==> src/rtl/sprite_layer_renderer.sv <==
// Renders one indexed-colour sprite over a background pixel stream, with a frame-synchronous
// position update and a highlight palette bank that flashes for a few frames after a hit.
module sprite_layer_renderer #(
    parameter int SPR_W        = 35,
    parameter int SPR_H        = 32,
    parameter int IDX_BITS     = 1,
    parameter int SCALE_SHIFT  = 0,
    parameter int TRANSP_IDX   = 0,
    parameter int FLASH_FRAMES = 4,
    parameter int INIT_X       = 0,
    parameter int INIT_Y       = 168,
    parameter int V_ACTIVE     = 480,
    parameter int ADDR_W       = $clog2(SPR_W * SPR_H)
) (
    input  logic                vga_clk,
    input  logic                reset_n,
    input  logic [9:0]          DrawX,
    input  logic [9:0]          DrawY,
    input  logic                blank,
    input  logic [11:0]         bg_rgb,
    input  logic [9:0]          pos_x,
    input  logic [9:0]          pos_y,
    input  logic                pos_we,
    input  logic                hit,
    output logic [ADDR_W-1:0]   rom_addr,
    input  logic [IDX_BITS-1:0] rom_q,
    output logic [IDX_BITS:0]   pal_idx,
    input  logic [11:0]         pal_rgb,
    output logic [3:0]          red,
    output logic [3:0]          green,
    output logic [3:0]          blue,
    output logic                flashing
);

    localparam logic [10:0]         L_BOX_W  = 11'(SPR_W << SCALE_SHIFT);
    localparam logic [10:0]         L_BOX_H  = 11'(SPR_H << SCALE_SHIFT);
    localparam logic [ADDR_W-1:0]   L_SPR_W  = ADDR_W'(SPR_W);
    localparam logic [IDX_BITS-1:0] L_TRANSP = IDX_BITS'(TRANSP_IDX);

    logic [9:0]          r_sh_x, r_sh_y, r_pos_x, r_pos_y;
    logic [7:0]          r_flash_cnt;
    logic                r_hit_pend, r_flashing;
    logic [ADDR_W-1:0]   r_rom_addr;
    logic                r_vld_d1, r_vld_d2, r_in_box_d1, r_in_box_d2, r_blank_d1, r_blank_d2;
    logic [11:0]         r_bg_d1, r_bg_d2, r_rgb;

    logic                w_tick, w_in_box, w_transp;
    logic [10:0]         w_dx, w_dy, w_ax, w_ay;
    logic [IDX_BITS:0]   w_pal_idx;

    assign w_tick   = (DrawY == 10'(V_ACTIVE)) && (DrawX == 10'd0);
    assign w_dx     = {1'b0, DrawX} - {1'b0, r_pos_x};
    assign w_dy     = {1'b0, DrawY} - {1'b0, r_pos_y};
    assign w_ax     = w_dx >> SCALE_SHIFT;
    assign w_ay     = w_dy >> SCALE_SHIFT;
    assign w_in_box = (DrawX >= r_pos_x) && (w_dx < L_BOX_W) &&
                      (DrawY >= r_pos_y) && (w_dy < L_BOX_H);

    // Shadow position captures writes; the active copy only moves on the frame tick
    always_ff @(posedge vga_clk or negedge reset_n) begin
        if (!reset_n) begin
            r_sh_x  <= 10'(INIT_X);
            r_sh_y  <= 10'(INIT_Y);
            r_pos_x <= 10'(INIT_X);
            r_pos_y <= 10'(INIT_Y);
        end else begin
            if (pos_we) begin
                r_sh_x <= pos_x;
                r_sh_y <= pos_y;
            end
            if (w_tick) begin
                r_pos_x <= pos_we ? pos_x : r_sh_x;
                r_pos_y <= pos_we ? pos_y : r_sh_y;
            end
        end
    end

    // Flash counter and pending hit; bank select only changes on the frame tick
    always_ff @(posedge vga_clk or negedge reset_n) begin
        if (!reset_n) begin
            r_flash_cnt <= 8'd0;
            r_hit_pend  <= 1'b0;
            r_flashing  <= 1'b0;
        end else if (w_tick) begin
            if (r_hit_pend || hit) begin
                r_flash_cnt <= 8'(FLASH_FRAMES);
                r_hit_pend  <= 1'b0;
                r_flashing  <= 1'b1;
            end else if (r_flash_cnt != 8'd0) begin
                r_flash_cnt <= r_flash_cnt - 8'd1;
                r_flashing  <= (r_flash_cnt != 8'd1);
            end
        end else if (hit) begin
            r_hit_pend <= 1'b1;
        end
    end

    // Address/side-band pipeline aligned with the one-cycle ROM latency
    always_ff @(posedge vga_clk or negedge reset_n) begin
        if (!reset_n) begin
            r_rom_addr  <= {ADDR_W{1'b0}};
            r_vld_d1    <= 1'b0;
            r_vld_d2    <= 1'b0;
            r_in_box_d1 <= 1'b0;
            r_in_box_d2 <= 1'b0;
            r_blank_d1  <= 1'b0;
            r_blank_d2  <= 1'b0;
            r_bg_d1     <= 12'd0;
            r_bg_d2     <= 12'd0;
        end else begin
            if (w_in_box) begin
                r_rom_addr <= ADDR_W'(w_ax) + ADDR_W'(w_ay) * L_SPR_W;
            end
            r_vld_d1    <= 1'b1;
            r_vld_d2    <= r_vld_d1;
            r_in_box_d1 <= w_in_box;
            r_in_box_d2 <= r_in_box_d1;
            r_blank_d1  <= blank;
            r_blank_d2  <= r_blank_d1;
            r_bg_d1     <= bg_rgb;
            r_bg_d2     <= r_bg_d1;
        end
    end

    // Palette index and transparency decode for the pixel whose ROM data is on rom_q
    always_comb begin
        w_pal_idx = {(IDX_BITS + 1){1'b0}};
        w_transp  = 1'b0;
        if (r_vld_d2) begin
            w_pal_idx = {r_flashing, rom_q};
        end else begin
            w_pal_idx = {(IDX_BITS + 1){1'b0}};
        end
        if (!r_in_box_d2 || (rom_q == L_TRANSP)) begin
            w_transp = 1'b1;
        end else begin
            w_transp = 1'b0;
        end
    end

    // Final colour select, blanked outside the visible region
    always_ff @(posedge vga_clk or negedge reset_n) begin
        if (!reset_n) begin
            r_rgb <= 12'd0;
        end else if (!r_vld_d2 || !r_blank_d2) begin
            r_rgb <= 12'd0;
        end else if (w_transp) begin
            r_rgb <= r_bg_d2;
        end else begin
            r_rgb <= pal_rgb;
        end
    end

    assign rom_addr = r_rom_addr;
    assign pal_idx  = w_pal_idx;
    assign flashing = r_flashing;
    assign red      = r_rgb[11:8];
    assign green    = r_rgb[7:4];
    assign blue     = r_rgb[3:0];

endmodule

==> config.mk <==
export PLATFORM = sky130hd
export DESIGN_NAME = sprite_layer_renderer
export DESIGN_NICKNAME = d
export VERILOG_FILES = /design/src/rtl/sprite_layer_renderer.sv
export SDC_FILE = /design/constraint.sdc
export NUM_CORES = 1
export LEC_CHECK = 0
export CELL_PAD_IN_SITES_DETAIL_PLACEMENT = 1
export CELL_PAD_IN_SITES_GLOBAL_PLACEMENT = 2
export CORE_ASPECT_RATIO = 1.5
export CORE_MARGIN = 3
export CORE_UTILIZATION = 37
export DETAILED_ROUTE_END_ITERATION = 16
export PLACE_DENSITY_LB_ADDON = 0.12
export SETUP_SLACK_MARGIN = 0.02
export SLEW_MARGIN = 10
export SYNTH_ARGS = -nofsm -noshare
export SYNTH_HDL_FRONTEND = slang
export SYNTH_SLANG_ARGS = --single-unit
export TNS_END_PERCENT = 50
==> constraint.sdc <==
create_clock -name vga_clk -period 9.9 [get_ports vga_clk]
set_clock_uncertainty 0.1 [all_clocks]
set_input_delay 1.98 -clock vga_clk [delete_from_list [all_inputs] [get_ports vga_clk]]
set_output_delay 1.98 -clock vga_clk [all_outputs]
set_load 0.005 [all_outputs]
== Word-level counts from Yosys, hierarchy flattened ==
Index checks and enable logic that the tools add are counted.
W data, S select, Z words.
Storage, ports and cells
  register bits: 103
  word-level logic and storage cells: 59
Cells by class
  add/sub/neg operators: 4
  reduce and logical (&&, ||, !) cells: 16
  magnitude comparators: 4
  equality and inequality tests: 3
  muxes and demuxes: 13
  bitwise logic cells: 1
  multiply operators: 1
Operators with widths (count)
  $mux W12: 2
  $lt A11 B6 Y1 const B: 2
  $sub A10 B10 Y11: 2
  $ge A10 B10 Y1: 2
  $mux W10: 2
  $mux W8: 2
  $add A11 B11 Y11: 1
  $mul A11 B6 Y11 const B: 1
  $eq A10 B9 Y1 const B: 1
  $logic_not A10 Y1: 1
  $ne A8 B1 Y1 const B: 1
  $reduce_bool A8 Y1: 1
  $sub A8 B1 Y8 const B: 1
  $mux W1: 6
  $logic_and A1 B1 Y1: 4
  $reduce_and A2 Y1: 2
  $reduce_bool A2 Y1: 2
  $logic_not A1 Y1: 3
  $logic_or A1 B1 Y1: 3
  $mux W2: 1
  $ne A2 B1 Y1 const B: 1
  $not A1 Y1: 1

== Depth between registers and ports, before layout ==
  word-level depth: 5
  mapped depth: 22

== Worst setup path before layout ==
Ideal clock, no wire load.
  path kind: in2reg
  start point: input DrawY[2]
  end point: register r_rom_addr[10], in the netlist rom_addr[10]
  buffers on the path: 0
  path slack: 3.586 ns
  stages on the path: 18
  required time: 9.675 ns
  arrival time: 6.089 ns
  cell sequence: ha_1 a21oi_1 o221ai_2 a31o_2 a21o_1 a21oi_1 xnor2_1 ha_1 ha_1 inv_1 fa_1 fa_1 inv_1 ha_1 a21o_1 a31oi_1 xnor2_1 mux2_2
Between the ends
  cells in the longest elaborated chain, start to end: 3
  elaborated cells between the ends (all ways): 7
RTL lines
  start: declaration: RTL line 18  | input logic [9:0] DrawY,
  $sub A10 B10 Y11 / $ge A10 B10 Y1 (equally long branches): RTL line 53, 57
  $mul A11 B6 Y11, or another cell as far along: RTL line 112  | r_rom_addr <= ADDR_W'(w_ax) + ADDR_W'(w_ay) * L_SPR_W;
  $add A11 B11 Y11 / $logic_and A1 B1 Y1 (equally long branches): RTL line 112, 57
  end signal: assignment: RTL line 101  | r_rom_addr <= {ADDR_W{1'b0}};
  end signal: assignment: RTL line 112
  end: declaration: RTL line 43  | logic [ADDR_W-1:0] r_rom_addr;
Parallel ways exist; a longest one is shown, timed or not.
A chain may end at the register's enable or synchronous reset.

== Worst setup path in the final report ==
Ends and elaborated chain as after synthesis.

==> results.sh <==
export IMPL_clockBufferDepth=2
export IMPL_clk_pin_slew_ps=80
export IMPL_grt_pass1_vias=4706
export IMPL_nNetsFinal=794
export IMPL_syn_area_mm2=0.00590
export IMPL_dieArea_mm2=0.0175
export IMPL_syn_avg_cell_area_um2=10.5
export IMPL_drv_slew=0
export IMPL_grt_usage=0.178
export IMPL_ys_ff_latch=103
export IMPL_cts_root_buf="clkbuf_16"
export IMPL_hpwl_mm=11.9
export IMPL_dpl_cell_count=843
export IMPL_syn_nets=699
export IMPL_start_kind="input pin"
export IMPL_pre_cts_slack_ps=2680
export IMPL_crit_required_ps=10040
export IMPL_num_antenna_cells=0
export IMPL_drt_iter0_drc=125
export IMPL_fin_crit_sh=0.685
export IMPL_layout_commonest_cell="dfrtp_1"
export IMPL_setup_ws_ps=3120
export IMPL_die_w_um=109
export IMPL_fin_cells=859
export IMPL_synth_edff_count=0
export IMPL_crit_start="DrawY[2]"
export IMPL_cts_tree="built"
export IMPL_portBuffers=95
export IMPL_yosysTopAreaCellShare=0.411
export IMPL_rsz0062_at_grt="false"
export IMPL_drive_gt1_frac=0.106
export IMPL_end_kind="flop"
export IMPL_routed_via_density=5.03
export IMPL_fmax_mhz=147
export IMPL_coreArea_mm2=0.0153
export IMPL_clock_sinks=103
export IMPL_grt_max_degree=71
export IMPL_setup_viol=0
export IMPL_crit_reg2reg_launch="r_pos_y[2]"
export IMPL_clk_latency_ps=350
export IMPL_drt_wl_total_mm=14.7
export IMPL_area_delta_synth_final_pct=24.7
export IMPL_synth_top_area_cell="dfrtp_1"
export IMPL_detail_route_wl_per_cell_um=17.2
export IMPL_synth_area_leaders="dfrtp_1 (41%), ha_1 (12%), mux2_2 (4.8%), fa_1 (4.7%), inv_1 (4.3%)"
export IMPL_max_slew_margin_rel=0.393
export IMPL_antenna_found_initial=0
export IMPL_synth_flop_cell="dfrtp_1"
export IMPL_drv_cap=0
export IMPL_ios=96
export IMPL_worstHoldPathType="flop to flop"
export IMPL_place_gp_congestion=0.845
export IMPL_r2r_cells=20
export IMPL_r2r_end="rom_addr[10]"
export IMPL_ys_seq_area_frac=0.438
export IMPL_crit_end="rom_addr[10]"
export IMPL_overflow=0
export IMPL_leakage_nw=3.43
export IMPL_rows=55
export IMPL_post_route_min_period_ps=6780
export IMPL_r2r_slack_ps=4800
export IMPL_synth_warnings=0
export IMPL_cts_repair_resized=0
export IMPL_status="completed"
export IMPL_async_flop_share=1.00
export IMPL_post_cts_buffers=0
export IMPL_cts_htree_levels=3
export IMPL_drcViolationCount=0
export IMPL_drtAntennaViolNets=0
export IMPL_layout_common_cells="dfrtp_1 (97), clkdlybuf4s50_1 (94), inv_1 (68), nand2_1 (58), ha_1 (55)"
export IMPL_dr_pass1_iters=4
export IMPL_synthCells=560
export IMPL_ys_types=58
export IMPL_powerDensity_mw_per_mm2=150
export IMPL_grt_pass1_wl_mm=24.2
export IMPL_hold_slack_ps=250
export IMPL_hold_viol=0
export IMPL_die_y_um=161
export IMPL_cts_hold_buf=0
export IMPL_num_vias=4319
export IMPL_path_max_fanout=5
export IMPL_numCtsBuffers=9
export IMPL_start_util=0.385
export IMPL_ir_worst_vdd_uv=104
export IMPL_path_class="input pin to flop"
export IMPL_arrival_ps=6920
export IMPL_worstMarginPinSlew_ps=907
export IMPL_setup_tns_ps=0
==> metal layers <==
layer  part of all wire  track usage  vias to the layer above
met5                  0            0                        -
met4              0.016       0.0534                        0
met3              0.029       0.0237                       15
met2               0.55        0.329                       72
met1               0.40        0.208                     2142
li1                   -            -                     2090
==> synth_stat cells, drive strengths merged (11+ instances only) <==
library cell   n
a21oi         29
clkbuf        11
dfrtp         97
fa            14
ha            55
inv           68
mux2          34
nand2         58
nor2          27
o21ai         44
xnor2         16
xor2          11
==> sequential cells by signal (all words and copies together), names as in the netlist <==
register and count:
r_vld_d2 1, r_sh_y 10, r_blank_d2 1, flashing 1
r_in_box_d2 1, r_hit_pend 1, r_sh_x 10, r_rgb 12
r_pos_x 10, r_bg_d1 12, rom_addr 11, r_in_box_d1 1
r_pos_y 10, r_vld_d1 1, r_blank_d1 1, r_bg_d2 12
r_flash_cnt 8
==> metrics by stage <==
step	instance area (µm²)	util	total power, W
CTS	7360	0.479	0.00113
finish	7360	0.479	0.00110
global placement	7060	0.460	0.000760
floorplan	5900	-	0.000661
global route	7360	0.479	0.00118
detailed placement	7060	0.460	0.000768
==> cells by family (layout without fill, tap and decap cells) <==
kind of cell | Yosys count | count (layout) | synth area share
DFF | 103 | 103 | 0.438
AOI/OAI and AO/OA | 115 | 115 | 0.125
buffers and inverters | 81 | 181 | 0.0545
adders and majority gates | 69 | 69 | 0.164
other | 1 | 1 | 0.000635
and+or+nand+nor | 130 | 130 | 0.107
muxes | 34 | 34 | 0.0706
xor gates and xnor gates | 27 | 27 | 0.0401
==> critical path, stage by stage <==
cell and delay, ps:
clkdlybuf4s50_1 430, ha_1 390, a21oi_1 250, o221ai_2 190, a31o_2 310, a21o_1 180
a21oi_1 260, xnor2_1 160, ha_1 250, ha_1 270, inv_1 60, fa_1 510
fa_1 450, xor2_1 160, xnor2_1 180, xnor2_1 160, xnor2_1 110, xnor2_1 260
xnor2_1 90, mux2_2 260
==> worst min path at each step <==
stage	depth (start not counted)	slack, ps	endpoint	from
3_5_place_dp	0	240	r_bg_d2[5]	r_bg_d1[5]
2_1_floorplan	0	230	r_bg_d2[0]	r_bg_d1[0]
4_1_cts	0	250	r_bg_d2[5]	r_bg_d1[5]
6_report	0	250	r_bg_d2[5]	r_bg_d1[5]
5_1_grt	0	260	r_in_box_d2	r_in_box_d1
3_3_place_gp	0	230	r_vld_d2	r_vld_d1
==> report_power, final <==
group,leakage [nW],internal [W],switching (W)
logic,2.07,0.000148,0.000160
clock network,0.145,0.000184,0.000170
registers,1.21,0.000437,0.00000423
==> area by class of cell <==
type | instances | area [µm²]
clock buffer | 10 | 239
clock inverter | 6 | 61.3
fill | 1695 | 7990
inverter | 68 | 255
multi-input combinational | 376 | 3010
sequential | 103 | 2580
tap | 199 | 249
timing repair buffer | 97 | 963
Note: power is estimated with default switching activity, not from simulation.
